[config.mk]
export PLATFORM = sky130hd
export DESIGN_NAME = instr_fetch_unit
export DESIGN_NICKNAME = d
export VERILOG_FILES = /design/src/rtl/instr_fetch_unit.sv
export SDC_FILE = /design/constraint.sdc
export NUM_CORES = 1
export LEC_CHECK = 0
export CORE_MARGIN = 5
export CORE_UTILIZATION = 49
export DETAILED_ROUTE_END_ITERATION = 10
export MAX_ROUTING_LAYER = met4
export PLACE_DENSITY = 0.85
export SYNTH_ARGS = -nofsm -noshare
export SYNTH_HDL_FRONTEND = slang
export SYNTH_SLANG_ARGS = --single-unit
[constraint.sdc]
create_clock -name clk -period 4.8 [get_ports clk]
set_clock_uncertainty 0.05 [all_clocks]
set_input_delay 1.2 -clock clk [delete_from_list [all_inputs] [get_ports clk]]
set_output_delay 1.2 -clock clk [all_outputs]
set_load 0.05 [all_outputs]
[src/rtl/instr_fetch_unit.sv]
// Instruction fetch unit. It owns the program counter and reads one 16-bit word at a
// time from synchronous-read instruction memory. It presents that word to the
// controller over a valid/ready handshake and takes branch/jump redirects.
module instr_fetch_unit #(
    parameter int unsigned       ADDR_W   = 16,
    parameter logic [ADDR_W-1:0] RESET_PC = '0
) (
    input  logic              clk,
    input  logic              reset,
    input  logic              fetch_en,
    output logic              mem_rd_en,
    output logic [ADDR_W-1:0] mem_addr,
    input  logic [15:0]       mem_rdata,
    output logic [15:0]       instr,
    output logic [ADDR_W-1:0] instr_pc,
    output logic              instr_valid,
    input  logic              instr_ready,
    input  logic              redirect_valid,
    input  logic [ADDR_W-1:0] redirect_pc,
    output logic [15:0]       fetch_count
);

    localparam int unsigned CNT_W = 16;

    typedef enum logic [1:0] {
        S_FETCH = 2'd0,
        S_WAIT  = 2'd1,
        S_HOLD  = 2'd2
    } state_t;

    state_t            state;
    logic [ADDR_W-1:0] pc;
    logic              handshake;

    // The memory address always tracks the PC, so it equals RESET_PC while in reset.
    assign mem_addr = pc;

    // The controller takes the held word only while the fetch unit is presenting it.
    assign handshake = (state == S_HOLD) & instr_valid & instr_ready;

    // The read strobe is issued in FETCH unless fetch is disabled, a redirect is pending,
    // or the unit is in reset.
    always_comb begin
        mem_rd_en = 1'b0;
        if (reset && (state == S_FETCH)) begin
            mem_rd_en = fetch_en & ~redirect_valid;
        end
    end

    // Fetch FSM, PC, held instruction and handshake counter. A redirect wins in every state.
    always_ff @(posedge clk or negedge reset) begin
        if (!reset) begin
            state       <= S_FETCH;
            pc          <= RESET_PC;
            instr       <= 16'h0000;
            instr_pc    <= '0;
            instr_valid <= 1'b0;
            fetch_count <= '0;
        end else begin
            case (state)
                S_FETCH: begin
                    if (redirect_valid) begin
                        pc <= redirect_pc;
                    end else if (fetch_en) begin
                        state <= S_WAIT;
                    end
                end
                S_WAIT: begin
                    if (redirect_valid) begin
                        // The word returning this cycle belongs to the abandoned path.
                        pc    <= redirect_pc;
                        state <= S_FETCH;
                    end else begin
                        instr       <= mem_rdata;
                        instr_pc    <= pc;
                        instr_valid <= 1'b1;
                        state       <= S_HOLD;
                    end
                end
                S_HOLD: begin
                    if (handshake) begin
                        // An accepted word counts even if a redirect arrives in the same cycle.
                        fetch_count <= fetch_count + CNT_W'(1);
                        instr_valid <= 1'b0;
                        state       <= S_FETCH;
                        pc          <= redirect_valid ? redirect_pc : pc + ADDR_W'(1);
                    end else if (redirect_valid) begin
                        instr_valid <= 1'b0;
                        pc          <= redirect_pc;
                        state       <= S_FETCH;
                    end
                end
                default: begin
                    state       <= S_FETCH;
                    instr_valid <= 1'b0;
                end
            endcase
        end
    end

endmodule

==> metrics.md <==
| Metric | Value |
|---|---|
| Synth top area cells | `dfrtp_1, mux2_2, xnor2_1` |
| Overflow after GRT | `0` |
| Global-route wire length before repair | `13000 um` |
| Critical Path Source Type | `input pin` |
| Dpl hpwl | `5480 um` |
| Synth unique cells | `between 40 and 50` |
| Drt first pass iters | `4` |
| CP Max Fanout | `15` |
| R2r endpoint | `mem_addr[9]` |
| Area of the core | `6280 sq um` |
| GPL Wtd Cong | `0.778` |
| Ports | `roughly 100` |
| CTS resizes | `0` |
| Period utilisation layout | `77.3%` |
| EDFF count, synth | `0` |
| CP Class | `in -> out` |
| Die W | `90.0 um` |
| RSZ-0062 raised after global routing | `no` |
| Drt wl/cell | `16.9 um` |
| Clock slew at reported path FFs | `0.07 ns` |
| Starting Density | `49.9%` |
| Endpoints failing setup | `0` |
| Most frequent cells in the layout | `clkdlybuf4s50_1, dfrtp_1, mux2_2` |
| Total CTS buffers | `9` |
| Setup TNS | `0 ns` |
| Final Hold Vio Count | `0` |
| Maxcap violations | `0` |
| Clock Latency Late Sink | `0.34 ns` |
| Total wire length | `~7600 um` |
| Hold Buf Count CTS | `0` |
| Hold path startpoint | `fetch_count[15]` |
| Routed Antenna Nets | `0` |
| TritonCTS sink count | `67` |
| Layout cells sized above 1 | `16.1%` |
| Register area share after synthesis | `53.5%` |
| Post-synth top area share | `53.5%` |
| Cell Count, Final, Fillers Out | `450` |
| Critical R2R Launch | `state[1]` |
| Power Dens Cells | `just under 500 nW/um^2` |
| Vias in the first global route | `2635` |
| Final Net Count | `408` |
| Avg Inst Size Synth | `11.7 sq um` |
| DIE AREA | `8100 sq um` |
| Diodes inserted | `0` |
| Initial antenna violation count | `0` |
| Die height | `90.0 um` |
| Pins Over Slew Limit | `0` |
| Worst Max-Slew Pin Slew | `0.858 ns` |
| Vias per std cell | `5.53` |
| Routed via count | `2489` |
| Final min period | `3.71 ns` |
| Worst Hold Class | `reg -> reg` |
| Max VDD drop | `roughly 0.00038 V` |
| Delay of the slowest cell on the worst path | `roughly 0.40 ns` |
| Syn Nets | `just over 300` |
| Cell taking the most area after synthesis | `dfrtp_1` |
| Syn Inst Count | `269` |
| Final core utilization | `70.3%` |
| Postcts setup bufs | `0` |
| Overall routing resource usage | `20.0%` |
| R2R depth | `4` |
| Area Growth Syn to Fin | `40.7%` |
| CTS tree | `built` |
| DRT iter0 DRCs | `between 100 and 150` |
| Most used DFF post-synth | `dfrtp_1` |
| Crit-path slowest cell | `clkdlybuf4s50_1` |
| Post-synthesis async set-or-reset flop share | `100%` |
| Residual DRC | `0` |
| IO buf count | `around 100` |
| Worst path cell trace | `clkdlybuf4s50_1 -> buf_4 -> nor4b_1 -> and2_1 -> buf_4` |
| # rows | `29` |
| Status | `completed` |
| Synth warnings | `0` |
| Pin count of the biggest net entering global routing | `68` |
| DP Worst Slack | `1.06 ns` |
| Setup crit end | `mem_rd_en` |
| Root buffer cell | `clkbuf_8` |
| # H-tree levels | `3` |
| Mapped Area | `3130 sq um` |
| #FFs+latches synth | `67` |
| Commonest non-fill, non-tap cell in the layout | `clkdlybuf4s50_1` |
| Arrival @ worst endpoint | `2.46 ns` |
| Crit. End Element | `primary output` |
| CP Data Required Time | `3.55 ns` |
| Most frequent CP cell | `buf_4` |
| Worst setup startpoint | `redirect_valid` |
| Deepest clock path buffer count | `2` |
| Flop2flop setup slack | `2.75 ns` |
| Cells after DPL | `435` |
| Fmax | `0.270 GHz` |
| Slew Limit Headroom | `a little over two fifths` |
| Final WS setup | `1.09 ns` |
| P_leak | `0.00178 uW` |
-- stage by stage --
| stage | power, uW | area, sq um | hold WS (ns) |
|---|---|---|---|
| after floorplan | 1340 | 3130 | 0.512 |
| after global placement | 1640 | 4200 | 0.413 |
| after detailed placement | 1660 | 4200 | 0.423 |
| after CTS | 2180 | 4410 | 0.437 |
| after global routing | 2260 | 4410 | 0.454 |
| final | 2170 | 4410 | 0.431 |
-- layout make-up --
cell class	count	area, sq um
Fill cell	446	1870
Sequential cell	67	1680
Multi-Input combinational cell	184	1380
Timing Repair Buffer	104	1030
Clock buffer	10	138
Tap cell	77	96.3
Clock inverter	5	77.6
Inverter	3	11.3
-- sequential cells by signal (all words and copies together) (netlist names) --
name / cells
fetch_count: 16
instr: 16
instr_pc: 16
instr_valid: 1
mem_addr: 16
state: 2
-- per-layer routing --
| metal | GRT usage, % | vias to the layer above | part of all wire [%] |
|---|---|---|---|
| met5 | - | - | 0 |
| met4 | 6.82 | 0 | 1.1 |
| met3 | 5.59 | 11 | 6.7 |
| met2 | 29.0 | 94 | 45 |
| met1 | 27.3 | 1205 | 47 |
| li1 | - | 1179 | - |
-- worst min path at each step --
stage / to / depth (start not counted)
after global placement: fetch_count[15] / 1
after detailed placement: fetch_count[15] / 1
after floorplan: state[1] / 2
after CTS: fetch_count[15] / 1
final: fetch_count[15] / 1
after global routing: fetch_count[15] / 1
-- cell families (layout without fill, tap and decap cells) --
logic type	after synthesis	after routing	synth area share, %
xor gates and xnor gates	22	22	6.15
adders and majority gates	2	2	0.798
and+or+nand+nor	88	88	16.4
AOI/OAI and AO/OA	35	35	7.31
DFF	67	67	53.5
buffers and inverters	18	122	2.63
muxes	37	37	13.2
-- report_power, final --
group	leakage (uW)	switching (uW)	total, uW	internal [uW]
clock	0.000108	214	516	302
sequential	0.000822	104	783	678
combinational	0.000854	551	867	316
-- cells in the mapped netlist (2+ instances only) --
library cell,count
a21oi_1,14
a221oi_1,2
a41o_1,2
and2_1,4
and3_1,2
buf_2,7
clkbuf_1,5
clkbuf_2,2
dfrtp_1,67
ha_1,2
inv_1,3
mux2_1,2
mux2_2,32
mux2i_1,3
nand2_1,25
nand3_1,9
nand3b_1,2
nand4_1,13
nor2_1,10
nor2_2,2
nor3_1,5
nor4_1,5
nor4_4,2
o22ai_1,9
o32ai_1,2
xnor2_1,17
xor2_1,5
-- critical path: cells and delay by family --
family | cells | cell delay [ns]
buffers and inverters | 3 | 0.78
AND/OR/NAND/NOR | 2 | 0.48
No activity file was read; power rests on OpenSTA's default activity.
